[config.mk]
export PLATFORM = sky130hd
export DESIGN_NAME = axi_arb_bridge
export DESIGN_NICKNAME = d
export VERILOG_FILES = /design/src/rtl/axi_arb_bridge.sv
export SDC_FILE = /design/constraint.sdc
export NUM_CORES = 1
export LEC_CHECK = 0
export ABC_AREA = 1
export BUFFER_PORTS_ARGS = -buffer_cell sky130_fd_sc_hd__buf_2
export CORE_AREA = 2 2 144 146
export DETAILED_ROUTE_END_ITERATION = 10
export DIE_AREA = 0 0 146 148
export PLACE_DENSITY = 0.64
export SYNTH_ARGS = -nofsm -noshare
export SYNTH_HDL_FRONTEND = slang
export SYNTH_SLANG_ARGS = --single-unit
[constraint.sdc]
create_clock -name clk -period 2.1 [get_ports clk]
set_clock_uncertainty 0.05 [all_clocks]
set_input_delay 0.525 -clock clk [delete_from_list [all_inputs] [get_ports clk]]
set_output_delay 0.525 -clock clk [all_outputs]
set_load 0.02 [all_outputs]
[src/rtl/axi_arb_bridge.sv]
// rtl/axi_arb_bridge.sv - round-robin fetch/load-store arbiter onto a single-outstanding AXI master
//
// Purpose:
//   Two clients (IFU fetch, LSU load/store) share one AXI master port. One
//   transaction is in flight at a time. Each transaction is a single beat
//   (len 0, INCR). Responses come back to the owning client as a one-cycle
//   registered pulse carrying data and an error flag.
//
// Ports:
//   clk, rst_n          - sole clock (rising edge), asynchronous active-low reset
//   ifu_req_*           - fetch request handshake and address
//   ifu_rsp_*, ifu_rdata - fetch completion pulse, data, error
//   lsu_req_*, lsu_we/addr/wdata/wstrb/size - load/store request
//   lsu_rsp_*, lsu_rdata - load/store completion pulse, load data (0 on store), error
//   io_master_aw*/w*/b* - AXI write channels
//   io_master_ar*/r*    - AXI read channels
module axi_arb_bridge #(
  parameter int         ADDR_W = 32,
  parameter int         DATA_W = 32,
  parameter logic [3:0] IFU_ID = 4'd0,
  parameter logic [3:0] LSU_ID = 4'd1
) (
  input  logic                clk,
  input  logic                rst_n,

  input  logic                ifu_req_valid,
  output logic                ifu_req_ready,
  input  logic [ADDR_W-1:0]   ifu_addr,
  output logic                ifu_rsp_valid,
  output logic [DATA_W-1:0]   ifu_rdata,
  output logic                ifu_rsp_err,

  input  logic                lsu_req_valid,
  output logic                lsu_req_ready,
  input  logic                lsu_we,
  input  logic [ADDR_W-1:0]   lsu_addr,
  input  logic [DATA_W-1:0]   lsu_wdata,
  input  logic [DATA_W/8-1:0] lsu_wstrb,
  input  logic [2:0]          lsu_size,
  output logic                lsu_rsp_valid,
  output logic [DATA_W-1:0]   lsu_rdata,
  output logic                lsu_rsp_err,

  output logic                io_master_awvalid,
  input  logic                io_master_awready,
  output logic [ADDR_W-1:0]   io_master_awaddr,
  output logic [3:0]          io_master_awid,
  output logic [7:0]          io_master_awlen,
  output logic [2:0]          io_master_awsize,
  output logic [1:0]          io_master_awburst,

  output logic                io_master_wvalid,
  input  logic                io_master_wready,
  output logic [DATA_W-1:0]   io_master_wdata,
  output logic [DATA_W/8-1:0] io_master_wstrb,
  output logic                io_master_wlast,

  input  logic                io_master_bvalid,
  output logic                io_master_bready,
  input  logic [1:0]          io_master_bresp,
  input  logic [3:0]          io_master_bid,

  output logic                io_master_arvalid,
  input  logic                io_master_arready,
  output logic [ADDR_W-1:0]   io_master_araddr,
  output logic [3:0]          io_master_arid,
  output logic [7:0]          io_master_arlen,
  output logic [2:0]          io_master_arsize,
  output logic [1:0]          io_master_arburst,

  input  logic                io_master_rvalid,
  output logic                io_master_rready,
  input  logic [DATA_W-1:0]   io_master_rdata,
  input  logic [1:0]          io_master_rresp,
  input  logic                io_master_rlast,
  input  logic [3:0]          io_master_rid
);

  localparam int STRB_W = DATA_W / 8;
  // Fetches always use the full bus width.
  localparam logic [2:0] FULL_SIZE = (DATA_W == 64) ? 3'd3 : 3'd2;

  typedef enum logic [2:0] {
    IDLE    = 3'd0,
    RD_ADDR = 3'd1,
    RD_DATA = 3'd2,
    WR_REQ  = 3'd3,
    WR_RESP = 3'd4
  } state_t;

  state_t              state_q, state_d;
  logic                last_lsu_q, last_lsu_d;   // 1: LSU won the last grant
  logic                owner_lsu_q, owner_lsu_d; // owner of the in-flight transaction
  logic [ADDR_W-1:0]   addr_q, addr_d;
  logic [3:0]          id_q, id_d;
  logic [2:0]          size_q, size_d;
  logic [DATA_W-1:0]   wdata_q, wdata_d;
  logic [STRB_W-1:0]   wstrb_q, wstrb_d;
  logic                aw_done_q, aw_done_d;
  logic                w_done_q, w_done_d;

  logic                ifu_rsp_valid_q, ifu_rsp_valid_d;
  logic [DATA_W-1:0]   ifu_rdata_q, ifu_rdata_d;
  logic                ifu_rsp_err_q, ifu_rsp_err_d;
  logic                lsu_rsp_valid_q, lsu_rsp_valid_d;
  logic [DATA_W-1:0]   lsu_rdata_q, lsu_rdata_d;
  logic                lsu_rsp_err_q, lsu_rsp_err_d;

  logic                pick_lsu;
  logic                ifu_grant, lsu_grant;
  logic                aw_fire, w_fire;
  logic                rd_err, wr_err;

  // LSU wins when it is the only requester, or when both request and the
  // IFU was granted last. last_lsu_q resets to 0 so the LSU goes first.
  assign pick_lsu      = lsu_req_valid && (!ifu_req_valid || !last_lsu_q);
  assign lsu_req_ready = (state_q == IDLE) && pick_lsu;
  assign ifu_req_ready = (state_q == IDLE) && ifu_req_valid && !pick_lsu;
  assign lsu_grant     = lsu_req_valid && lsu_req_ready;
  assign ifu_grant     = ifu_req_valid && ifu_req_ready;

  // AW and W are offered together; each drops once its own beat is taken.
  assign io_master_awvalid = (state_q == WR_REQ) && !aw_done_q;
  assign io_master_wvalid  = (state_q == WR_REQ) && !w_done_q;
  assign io_master_wlast   = io_master_wvalid;
  assign io_master_bready  = (state_q == WR_RESP);
  assign io_master_arvalid = (state_q == RD_ADDR);
  assign io_master_rready  = (state_q == RD_DATA);

  assign io_master_awaddr  = addr_q;
  assign io_master_awid    = id_q;
  assign io_master_awlen   = 8'd0;
  assign io_master_awsize  = size_q;
  assign io_master_awburst = 2'b01;
  assign io_master_wdata   = wdata_q;
  assign io_master_wstrb   = wstrb_q;
  assign io_master_araddr  = addr_q;
  assign io_master_arid    = id_q;
  assign io_master_arlen   = 8'd0;
  assign io_master_arsize  = size_q;
  assign io_master_arburst = 2'b01;

  assign aw_fire = io_master_awvalid && io_master_awready;
  assign w_fire  = io_master_wvalid && io_master_wready;

  // A bad response still completes the transaction; it only raises the flag.
  assign rd_err = (io_master_rresp != 2'b00) || (io_master_rid != id_q) || !io_master_rlast;
  assign wr_err = (io_master_bresp != 2'b00) || (io_master_bid != id_q);

  assign ifu_rsp_valid = ifu_rsp_valid_q;
  assign ifu_rdata     = ifu_rdata_q;
  assign ifu_rsp_err   = ifu_rsp_err_q;
  assign lsu_rsp_valid = lsu_rsp_valid_q;
  assign lsu_rdata     = lsu_rdata_q;
  assign lsu_rsp_err   = lsu_rsp_err_q;

  always_comb begin
    state_d         = state_q;
    last_lsu_d      = last_lsu_q;
    owner_lsu_d     = owner_lsu_q;
    addr_d          = addr_q;
    id_d            = id_q;
    size_d          = size_q;
    wdata_d         = wdata_q;
    wstrb_d         = wstrb_q;
    aw_done_d       = aw_done_q;
    w_done_d        = w_done_q;
    ifu_rsp_valid_d = 1'b0;
    ifu_rdata_d     = ifu_rdata_q;
    ifu_rsp_err_d   = ifu_rsp_err_q;
    lsu_rsp_valid_d = 1'b0;
    lsu_rdata_d     = lsu_rdata_q;
    lsu_rsp_err_d   = lsu_rsp_err_q;

    case (state_q)
      IDLE: begin
        aw_done_d = 1'b0;
        w_done_d  = 1'b0;
        if (lsu_grant) begin
          last_lsu_d  = 1'b1;
          owner_lsu_d = 1'b1;
          addr_d      = lsu_addr;
          id_d        = LSU_ID;
          size_d      = lsu_size;
          wdata_d     = lsu_wdata;
          wstrb_d     = lsu_wstrb;
          state_d     = lsu_we ? WR_REQ : RD_ADDR;
        end else if (ifu_grant) begin
          last_lsu_d  = 1'b0;
          owner_lsu_d = 1'b0;
          addr_d      = ifu_addr;
          id_d        = IFU_ID;
          size_d      = FULL_SIZE;
          state_d     = RD_ADDR;
        end
      end

      RD_ADDR: begin
        if (io_master_arready) begin
          state_d = RD_DATA;
        end
      end

      RD_DATA: begin
        if (io_master_rvalid) begin
          if (owner_lsu_q) begin
            lsu_rsp_valid_d = 1'b1;
            lsu_rdata_d     = io_master_rdata;
            lsu_rsp_err_d   = rd_err;
          end else begin
            ifu_rsp_valid_d = 1'b1;
            ifu_rdata_d     = io_master_rdata;
            ifu_rsp_err_d   = rd_err;
          end
          state_d = IDLE;
        end
      end

      WR_REQ: begin
        aw_done_d = aw_done_q || aw_fire;
        w_done_d  = w_done_q || w_fire;
        if (aw_done_d && w_done_d) begin
          state_d = WR_RESP;
        end
      end

      WR_RESP: begin
        if (io_master_bvalid) begin
          lsu_rsp_valid_d = 1'b1;
          lsu_rdata_d     = '0;
          lsu_rsp_err_d   = wr_err;
          state_d         = IDLE;
        end
      end

      default: begin
        state_d = IDLE;
      end
    endcase
  end

  always_ff @(posedge clk or negedge rst_n) begin
    if (!rst_n) begin
      state_q         <= IDLE;
      last_lsu_q      <= 1'b0;
      owner_lsu_q     <= 1'b0;
      addr_q          <= '0;
      id_q            <= '0;
      size_q          <= '0;
      wdata_q         <= '0;
      wstrb_q         <= '0;
      aw_done_q       <= 1'b0;
      w_done_q        <= 1'b0;
      ifu_rsp_valid_q <= 1'b0;
      ifu_rdata_q     <= '0;
      ifu_rsp_err_q   <= 1'b0;
      lsu_rsp_valid_q <= 1'b0;
      lsu_rdata_q     <= '0;
      lsu_rsp_err_q   <= 1'b0;
    end else begin
      state_q         <= state_d;
      last_lsu_q      <= last_lsu_d;
      owner_lsu_q     <= owner_lsu_d;
      addr_q          <= addr_d;
      id_q            <= id_d;
      size_q          <= size_d;
      wdata_q         <= wdata_d;
      wstrb_q         <= wstrb_d;
      aw_done_q       <= aw_done_d;
      w_done_q        <= w_done_d;
      ifu_rsp_valid_q <= ifu_rsp_valid_d;
      ifu_rdata_q     <= ifu_rdata_d;
      ifu_rsp_err_q   <= ifu_rsp_err_d;
      lsu_rsp_valid_q <= lsu_rsp_valid_d;
      lsu_rdata_q     <= lsu_rdata_d;
      lsu_rsp_err_q   <= lsu_rsp_err_d;
    end
  end

endmodule

* After elaboration in Yosys (flattened, before gate mapping)
Index checks and enable logic that the tools add are counted.
** Storage, ports and cells
- ROM bits :: 0
- Bits in latches :: 0
- Word-level logic and storage cells :: 95
- Output and inout bits :: 210
- Register bits after elaboration :: 149
- RAM bits :: 0
- Memories kept :: 0
** Operators by class
- Div/mod/pow operators :: 0
- Bitwise logic cells :: 1
- Reduce and logical (&&, ||, !) cells :: 34
- $mul :: 0
- Multiplexer cells :: 33
- Eq/ne operators :: 12
- $add $sub $neg :: 0
- Shifts and indexed selects :: 0
- Magnitude comparators :: 0
** Operators by type and width (number)
- 32-bit two-way mux :: 5
- 32-bit case mux with 2 select lines :: 1
- 3-bit two-way mux :: 8
- 3-bit case mux with 5 select lines :: 1
- 1-bit logical AND :: 11
- 1-bit two-way mux :: 11
- 2-bit nonzero test :: 5
- 4-bit two-way mux :: 2
- 4-bit inequality test :: 2
- 1-bit case mux with 2 select lines :: 4
- 3-bit by 2-bit == test with 1-bit output (second input constant) :: 2
- 1-bit logical NOT :: 6
- 1-bit logical OR :: 6
- 2-bit by 1-bit inequality test with 1-bit output (second input constant) :: 3
- 5-bit AND reduction :: 1
- 2-bit inequality test (second input constant) :: 2
- 2-bit AND reduction :: 2
- 4-bit AND reduction :: 1
- 3-bit by 1-bit == test with 1-bit output (second input constant) :: 1
- 3-bit == test (second input constant) :: 1
- 3-bit logical NOT :: 1
- 3-bit inequality test (second input constant) :: 1
- 3-bit AND reduction :: 1
- 2-bit two-way mux :: 1
- 1-bit inverter :: 1

* Depth between registers and ports, before layout
Gate-level depths: netlist of run 1.
- Depth in word-level cells :: 9
- Mapped depth :: 10
- Depth with buffers taken out :: 8

* Worst setup path after synthesis of run 1
Ideal clock, no wire load.
- Path kind :: reg-to-output
- From :: reg state_q[0]
- To :: out io_master_wvalid
- Arrival time :: 1387 ps
- Path buffers :: 2
- Setup slack :: 138 ps
- Stages on the path, launching flop included :: 7
- Cell sequence :: dfrtp_1 -> buf_2 -> inv_2 -> nor3_1 -> inv_1 -> nor2_1 -> buf_4
** Between the ends
- Cells in the longest elaborated chain, start to end :: 2
** Ends and longest elaborated chain
- start: declaration :: line 91 : state_t state_q, state_d;
- start signal: assignment :: line 261 : state_q <= state_d;
- 3-bit by 2-bit == test with 1-bit output :: line 124 : assign io_master_wvalid = (state_q == WR_REQ) && !w_done_q;
- 1-bit logical AND :: line 124
- end: declaration :: line 52 : output logic io_master_wvalid,
Every way passes these cells.

* Final worst setup path of run 1
- From :: reg state_q[1]
- To :: out io_master_wlast
** Between the ends
- Cells in the longest elaborated chain, start to end :: 2
** Ends and longest elaborated chain
- 3-bit by 2-bit == test with 1-bit output :: line 124
- 1-bit logical AND :: line 124
- end: declaration :: line 56 : output logic io_master_wlast,
Every way passes these cells.

==> metrics, run 1 <==
run status=complete, no violations; initial antenna violation count=0; core footprint=20000 um^2; cell accounting for the most synthesized area=dfrtp_1; IO Count=368; Slew Viols, Final=0; Worst-Margin Slew=approximately 640 ps; gr usage total=17.4%; Pre-antenna DRT Iters=4; GPL Wtd Cong=0.800; Slew headroom=between 50% and 60%; Die Width=~150 um; Max Root-Sink Buffers=2; max incr delay on CP=roughly 370 ps; post-synth top area share=56.4%; Seq cells post-synth=145; Hold/Removal Path Class=input port to register; YS warnings=0; final WL=19100 um; detailed placement HPWL=13800 um; clk_lat worst skew=410 ps; number of global-route vias before repair=5703; min cycle time layout=2080 ps; syn_area_per_cell=8.48 um^2; total gr overflow=0; Root Buffer=clkbuf_16; FILL cells=about 2100; largest net degree at the start of global routing=67; CP Cell Sequence=inv_2 -> buf_6 -> nor3_4 -> inv_2 -> nor2_4 -> buf_6; Die Ht=about 150 um; Crit Path Class=register to primary output; final net count=about 1200; post-synth cell types=23; layout cell share with drive strength beyond 1=a little under 40%; CP max FO=2; first-pass GRT wire length=29900 um; RSZ-0062 raised after global routing=yes; Leakage=5.02 nW; Routed wire per std cell=14.1 um; Mapped Cells=758; Setup crit end kind=primary output; Max Cap Violations=0; delay-heaviest family, CP=buffers and inverters; n_diodes=0; fmax=just under 0.5 GHz; Starting Density=32.1%; area growth from synthesis to layout=37.5%; Critical Path AT=roughly 1500 ps; synth top area cells=dfrtp_1 (56%), nand2_1 (20%), buf_4 (7.9%); Vias/cell=between 4 and 5; CTS tree=done; CP max-delay cell=dfrtp_1; Clock Pin Slew Worst Setup and Hold Paths=70 ps; Seq/Total Area, Yosys=between 50% and 60%; final period utilization=between 90% and 100%; DRC viols=0; Hold WS=252 ps; Post-DRT Antenna Nets=0; # setup viols final=0; cts bufs inserted=17; placement row count=52; clk sink count=around 150; H-tree Lvls=4; Buffers & Inverters on Critical Path=4; synthesized cell area=between 6000 and 7000 um^2; pwr/cell area=1690 nW/um^2; startpoint types=register; Worst IR Drop VDD=0.724 mV; I/O Buffers=341; Core Util, Final=around 44%; WP data required=1520 ps; Iteration-0 DRC Markers=between 200 and 250; Hold Vio Cnt, Final=0; die area=21600 um^2; via count=5942
## power breakdown
| group | internal [mW] | switching (mW) |
|---|---|---|
| Sequential | 4.09 | 0.811 |
| Clock | 1.55 | 1.30 |
| Combinational | 2.46 | 4.77 |
| Total | 8.10 | 6.88 |
## per-layer routing
layer / global-route usage [%] / vias to the layer above / part of all wire (%)
met5: 0 / - / 0
met4: 6.26 / 0 / 1.6
met3: 3.83 / 21 / 7.2
met2: 29.5 / 257 / 49
met1: 22.0 / 2738 / 42
li1: - / 2926 / -
## final cells by class
type	count	area (um^2)	area share (%)
flip-flops and latches	145	3630	41.1
clock buffers	18	429	4.85
repair buffers	370	2050	23.2
multi-input cells	517	2200	24.9
well taps	270	338	3.82
clock inverters	14	123	1.39
inverters	19	73.8	0.835
## stage by stage
stage                     area (um^2)  instances  setup TNS, ps  power [mW]  setup slack [ps]
after floorplan                  6520        782              0        9.82               138
after global placement           8110       1307              0        11.8               262
after detailed placement         8110       1307              0        11.9               202
after CTS                        8770       1348              0        15.0              5.63
after global routing             8840       1353           -262        16.0             -70.8
final                            8840       1353              0        15.0              21.8
## sequential cells by signal (all words and copies together) (netlist names)
name              flops
ifu_rdata            32
io_master_araddr     32
io_master_wdata      32
lsu_rdata            32
io_master_wstrb       4
io_master_arsize      3
state_q               3
aw_done_q             1
ifu_rsp_err           1
ifu_rsp_valid         1
io_master_arid        1
lsu_rsp_err           1
lsu_rsp_valid         1
w_done_q              1
## final timing paths
kind	end	slack [ps]	cells past startpoint	start
worst max-delay path	io_master_wlast	20	6	state_q[1]$_DFFE_PN0P_
worst min-delay path	io_master_wdata[7]$_DFFE_PN0P_	250	3	lsu_wdata[7]
worst max register to register	lsu_rdata[17]$_DFFE_PN0P_	280	9	state_q[1]$_DFFE_PN0P_
worst min register to register	lsu_rdata[2]$_DFFE_PN0P_	420	2	lsu_rdata[2]$_DFFE_PN0P_
max in group asynchronous	io_master_wdata[18]$_DFFE_PN0P_	890	3	rst_n
min in group asynchronous	ifu_rdata[14]$_DFFE_PN0P_	540	2	rst_n
## worst reg2reg max path, cell delays in order (launching register included)
cell and delay [ps]:
dfrtp_1 370, inv_2 70, buf_6 120, buf_4 140, nor3_2 160, nand3_1 150
o21ai_4 90, buf_4 360, nand3_1 150, nand2_1 80
## synthesized netlist by cell type
master / count
buf_2: 20
conb_1: 2
nor3_2: 1
nor2_1: 43
o22a_1: 1
inv_2: 8
a31oi_1: 33
nand2_2: 1
nand2_4: 1
clkbuf_1: 13
dfrtp_1: 145
a21oi_1: 5
nor3_1: 3
a22o_1: 2
o21ai_1: 1
o21ai_4: 1
buf_4: 68
inv_1: 11
nand4_1: 5
nand3b_1: 1
nor2_4: 2
nand2_1: 350
nand3_1: 41
## cells in the final DEF, fill, tap and decap left out, drive strengths merged, types with 3 or more instances in the layout
cell type / Yosys / routed
inv: 19 / 26
nand4: 5 / 5
dfrtp: 145 / 145
clkbuf: 13 / 18
nor2: 45 / 45
a21oi: 5 / 5
clkinv: 0 / 4
clkinvlp: 0 / 3
conb: 2 / 26
nand2: 352 / 352
a31oi: 33 / 33
buf: 88 / 369
nor3: 4 / 4
nand3: 41 / 41
## kinds of logic after synthesis
logic type | after synthesis | synth area share [%]
compound gates | 43 | 4.34
other cells | 2 | 0.117
flops | 145 | 56.4
simple gates | 448 | 27.7
buf+inv | 120 | 11.4
## repair_timing
item | in CTS | in global routing
endpoints found under the setup margin | 5 | 7
hold buffers | 1 | 0
setup buffers | 8 | 5
gates resized for setup | 9 | 11
cloned | 0 | 0
pin swaps | 3 | 7
endpoints found under the hold margin | 31 | 0
Power figures use the tool's default switching activity.
==> inputs of run 2 (changes only) <==
- GPL_ROUTABILITY_DRIVEN: not set -> 0
- SETUP_SLACK_MARGIN: not set -> 0.15
==> run 2 against run 1 <==
Effect of this change:
- global-route usage is 0.11 points lower
- combinational power up 4.2%
- clock power about the same
- flip-flop and latch count unchanged
- total power up 2.1%
- critical path depth down 2
- clock-buffer cell count unchanged
- first-iteration DRC count shrank 13%
- die area stayed put
- sequential power hardly changed
- worst setup slack improved by 25 ps
- largest cell class unchanged
- highest routed layer is now met5
==> metrics, run 2 (same netlist as run 1, synthesis figures left out) <==
Crit Path Class=register to primary output; final WL=19500 um (+2.1%); # setup viols final=0 (unchanged); Slew Viols, Final=0 (unchanged); gr usage total=17.3% (-0.11 points); Hold/Removal Path Class=input port to register; Die Width=146 um (unchanged); initial antenna violation count=1 (+1); die area=21600 um^2 (unchanged); Worst-Margin Slew=625 ps (-14.6 ps); CP max FO=5 (+3); Clock Pin Slew Worst Setup and Hold Paths=70 ps (about the same); max incr delay on CP=480 ps (+110 ps); cts bufs inserted=17 (unchanged); DRC viols=0 (unchanged); design area=8960 um^2 (+1.3%); final period utilization=97.8% (-1.2 points); placement row count=52 (unchanged); layout cell share with drive strength beyond 1=39.2% (+0.35 points); H-tree Lvls=4 (unchanged); commonest non-fill, non-tap cell in the layout=nand2_1; CP max-delay cell=dfrtp_2; Tot Pwr=15.3 mW (+2.1%); core footprint=20000 um^2 (unchanged); via count=5990 (+0.81%); Routed wire per std cell=14.3 um (+1.8%); pwr/cell area=1710 nW/um^2 (+0.77%); Setup crit end kind=primary output; Leakage=5.05 nW (+0.74%); I/O Buffers=341 (unchanged); fmax=0.487 GHz (+1.2%); Hold Vio Cnt, Final=0 (unchanged); detailed placement HPWL=13800 um (+0.41%); Finished Layout Cells=1357 (+0.30%); area growth from synthesis to layout=39.3%; min cycle time layout=2050 ps (-24.7 ps); Post-DRT Antenna Nets=0 (unchanged); RSZ-0062 raised after global routing=yes; placed cell count=1309 (+0.15%); Worst IR Drop VDD=0.779 mV (+7.5%); total gr overflow=0 (unchanged); Core Util, Final=44.7% (+0.59 points); IO Count=368 (unchanged); final net count=1231 (+0.24%); clk_lat worst skew=400 ps (about the same); CP Cell Sequence=nor2_4 -> nand2_2 -> nor2_1 -> buf_4; Critical Path AT=1480 ps (-20 ps); number of global-route vias before repair=5738 (+0.61%); Vias/cell=4.41 (+0.51%); Pre-antenna DRT Iters=4 (unchanged); Die Ht=148 um (unchanged); Max Cap Violations=0 (unchanged); Starting Density=32.1% (unchanged); Iteration-0 DRC Markers=201 (-13%); run status=complete, no violations; startpoint types=register; Root Buffer=clkbuf_16; largest net degree at the start of global routing=58 (-13%); clk sink count=145 (unchanged); WP data required=1520 ps (about the same); first-pass GRT wire length=29800 um (-0.30%); commonest cells after routing, fill and taps aside=nand2_1 (348), buf_2 (332), dfrtp_1 (144), nor2_1 (42), nand3_1 (40); Max Root-Sink Buffers=2 (unchanged); Slew headroom=58.3% (+1.0 points); CTS tree=done; placed cell area=8130 um^2 (+0.22%)
## run 2: cell types whose count changed in the layout (fill, tap and decap cells not counted), moves of 2 or more
cell	before	now
nand2_8	0	2
clkbuf_16	17	19
buf_6	4	7
inv_6	4	7
buf_2	334	332
## run 2: final timing paths
path | startpoint | to | slack [ps] | cells past startpoint
hold / removal | lsu_wdata[9] | io_master_wdata[9]$_DFFE_PN0P_ | 260 | 3
setup / recovery | state_q[2]$_DFFE_PN0P_ | ifu_req_ready | 50 | 4
min in group asynchronous | rst_n | lsu_rdata[5]$_DFFE_PN0P_ | 520 | 2
setup reg to reg | state_q[1]$_DFFE_PN0P_ | lsu_rdata[13]$_DFFE_PN0P_ | 220 | 11
max in group asynchronous | rst_n | ifu_rdata[15]$_DFFE_PN0P_ | 870 | 3
hold reg to reg | ifu_rdata[9]$_DFFE_PN0P_ | ifu_rdata[9]$_DFFE_PN0P_ | 420 | 2
## run 2: per-layer routing
layer  global-route usage, %  up-vias  wire, um
met4                    3.98        2       152
met1                    22.4     2814      8380
li1                        -     2924         -
met2                    28.9      238      9540
met3                    4.91       12      1370
met5                       0        -        13
## run 2: power by group
group | internal, mW | switching, mW | leakage [nW]
Clock | 1.58 | 1.28 | 0.272
Sequential | 4.09 | 0.820 | 1.78
Combinational | 2.63 | 4.90 | 3.00
Total | 8.30 | 6.99 | 5.05
## run 2: repair_timing
action                     in CTS  in global routing
setup buffers                   9                  3
resized for setup              25                  5
setup endpoints to repair       8                 36
hold buffers                    1                  0
cloned                          0                  2
pin swaps                       5                  6
hold endpoints to repair       21                  0
## run 2: worst max-delay path, delay by kind of cell (launching register included)
kind	cells	cell delay, ps
buf+inv	1	150
flops	1	480
simple gates	3	440
## run 2: through the flow
step           setup TNS, ps  worst slack (ps)  hold WS, ps
2_1_floorplan              0               231          179
3_5_place_dp               0               139          371
5_1_grt                -84.3             -37.7          239
6_report                   0              46.5          257
4_1_cts                -16.2             -16.2          232
3_3_place_gp               0               159          374
## run 2: area by class of cell
cell class	count	area [um^2]
fill	2004	11100
sequential	145	3630
multi-input combinational	517	2230
timing repair buffer	373	2130
clock buffer	18	439
tap	270	338
clock inverter	14	118
inverter	19	76.3
antenna	1	2.50
==> inputs of run 3 (changes only) <==
- CORE_AREA: 2 2 144 146 -> 2 2 142 144
- DIE_AREA: 0 0 146 148 -> 0 0 144 146
- PLACE_DENSITY: 0.64 -> 0.65
- clock period: 2.1 -> 2.5 ns (I/O delays scaled with it)
==> run 3 against run 2 <==
Effect of this change:
- non-clock buffer count decreased by 16
- utilization increased by 0.18 points
- flip-flop and latch count unchanged
- sequential power decreased by 16%
- design area decreased by 3.1%
- critical path depth unchanged
- combinational power decreased by 22%
- sequential share of layout area increased by 1.3 points
- routed wire length decreased by 3.4%
- die area decreased by 2.7%
- total power decreased by 19%
- register-to-register slack improved by 320 ps
- critical path type unchanged
- largest cell class unchanged
- largest power group unchanged
==> metrics, run 3 (same netlist as run 1, synthesis figures left out) <==
n_diodes=0 (-1); final net count=1215 (-1.3%); Crit Path Class=register to primary output; Die Ht=146 um (-1.4%); Hold/Removal Path Class=input port to asynchronous set/reset pin; Comb power frac=46.9% (-2.3 points); gr usage total=17.6% (+0.31 points); Worst R2R Setup Slack=540 ps (+320 ps); I/O Buffers=341 (unchanged); Post-DRT Antenna Nets=0 (unchanged); Worst-Margin Slew=598 ps (-27.3 ps); Iteration-0 DRC Markers=243 (+21%); run status=complete, no violations; pwr/cell area=1430 nW/um^2 (-16%); Pre-antenna DRT Iters=4 (unchanged); startpoint types=register; largest net degree at the start of global routing=71 (+22%); placement row count=51 (-1.9%); reg2reg start=io_master_arid[0]$_DFFE_PN0P_; Max Root-Sink Buffers=2 (unchanged); Clock Pin Slew Worst Setup and Hold Paths=60 ps (about the same); layout cell share with drive strength beyond 1=38.0% (-1.2 points); clk_lat worst skew=410 ps (about the same); dpl ws=217 ps (+77.8 ps); met2 Usage GRT=29.1% (+0.25 points); fmax=0.444 GHz; Worst IR Drop VDD=0.659 mV (-15%); FF-to-FF End=io_master_araddr[19]$_DFFE_PN0P_; core footprint=19300 um^2 (-3.5%); WP data required=1820 ps (+300 ps); Tot Pwr=12.5 mW (-19%); Register Area=3630 um^2 (about the same); Slew Viols, Final=0 (unchanged); first-pass GRT wire length=28800 um (-3.5%); via count=5872 (-2.0%); Max Cap Violations=0 (unchanged); H-tree Lvls=4 (unchanged); Routed wire per std cell=14.1 um (-1.8%); Total Negative Setup Slacks=0 ps (unchanged); met3 usage=6.98% (+2.1 points); area growth from synthesis to layout=35.0%; CP max FO=5 (unchanged); initial antenna violation count=0 (-1); Internal=6.84 mW (-18%); Leakage=4.95 nW (-2.0%); min cycle time layout=2250 ps; sequential group share of total power=33.1% (+1.0 points); # setup viols final=0 (unchanged); RSZ-0062 raised after global routing=yes; final WL=18800 um (-3.4%); Multi-input gate area=2180 um^2 (-2.1%); cts bufs inserted=17 (unchanged); FILL cells=1943 (-3.0%); Critical Path AT=1580 ps (+100 ps); commonest non-fill, non-tap cell in the layout=nand2_1; Vias/cell=4.40 (-0.28%); die area=21000 um^2 (-2.7%); commonest cells after routing, fill and taps aside=nand2_1 (349), buf_2 (339), dfrtp_1 (143), nor2_1 (43), nand3_1 (41); IO Count=368 (unchanged); met1 Use GR=21.2% (-1.2 points); detailed placement HPWL=13700 um (-0.60%); final period utilization=between 90% and 100%; CTS tree=done; PnR worst setup slack=248 ps (+202 ps); design area=8680 um^2 (-3.1%); Clk pwr share=20.0% (+1.3 points); number of global-route vias before repair=5636 (-1.8%); Die Width=144 um (-1.4%); NetSw=5.61 mW (-20%); total gr overflow=0 (unchanged); clk sink count=145 (unchanged); Setup crit end kind=primary output; Slew headroom=60.2% (+1.8 points); placed cell area=8030 um^2 (-1.2%); R2R depth=6 (-5); Net Sw Frac=45.0% (-0.71 points); busiest layer in global routing=met2; Starting Density=33.3% (+1.2 points); Hold Vio Cnt, Final=0 (unchanged); DRC viols=0 (unchanged); Root Buffer=clkbuf_16
==> run 3: cell count changes in the layout (fill, tap and decap cells not counted), moves of 5 or more <==
cell	previous run	this run
buf_6	7	1
inv_6	7	2
buf_2	332	339
buf_4	24	13
==> run 3: how the worst max path moves through the flow <==
stage | cells past startpoint | endpoint | start
floorplan | 5 | lsu_req_ready | lsu_req_valid
global placement | 6 | lsu_req_ready | lsu_req_valid
detailed placement | 6 | lsu_req_ready | lsu_req_valid
CTS | 6 | ifu_req_ready | state_q[1]$_DFFE_PN0P_
global route | 4 | io_master_wvalid | state_q[2]$_DFFE_PN0P_
finish | 4 | io_master_wlast | state_q[2]$_DFFE_PN0P_
==> run 3: metal layers <==
layer | share of wire (%) | wire [um] | vias up
li1 | - | - | 2893
met1 | 41 | 7740 | 2706
met2 | 48 | 8960 | 257
met3 | 9.8 | 1840 | 16
met4 | 1.4 | 254 | 0
met5 | 0 | 0 | -
==> run 3: critical path, stage by stage, from the launching register on <==
cell,delay (ps)
dfrtp_1,460
nor3_2,310
inv_1,100
nor2_1,120
buf_2,180
==> run 3: layout make-up <==
cell class	instances	area share (%)
multi-input combinational	517	25.1
sequential	145	41.8
clock buffer	19	5.10
timing repair buffer	357	21.7
inverter	19	0.851
clock inverter	12	1.54
tap	265	3.82
==> run 3: what timing repair did <==
item | in CTS | in global routing
pin swaps | 2 | 1
endpoints found under the setup margin | 5 | 4
setup buffers | 3 | 3
hold buffers | 0 | 0
resized for setup | 5 | 2
==> run 3: power by group through the flow <==
stage / registers, mW / clock network [mW] / logic [mW]
floorplan: 5.32 / 0 / 2.93
global placement: 4.14 / 0 / 5.73
detailed placement: 4.13 / 0 / 5.81
CTS: 4.12 / 2.56 / 5.88
global route: 4.26 / 2.66 / 6.39
finish: 4.12 / 2.50 / 5.84
==> run 3: through the flow <==
| stage | util, % | instances | hold slack [ps] |
|---|---|---|---|
| floorplan | - | 782 | 279 |
| global placement | 41.5 | 1297 | 406 |
| detailed placement | 41.5 | 1297 | 409 |
| CTS | 44.7 | 1331 | 65.8 |
| global route | 44.9 | 1334 | 65.2 |
| finish | 44.9 | 1334 | 69.2 |
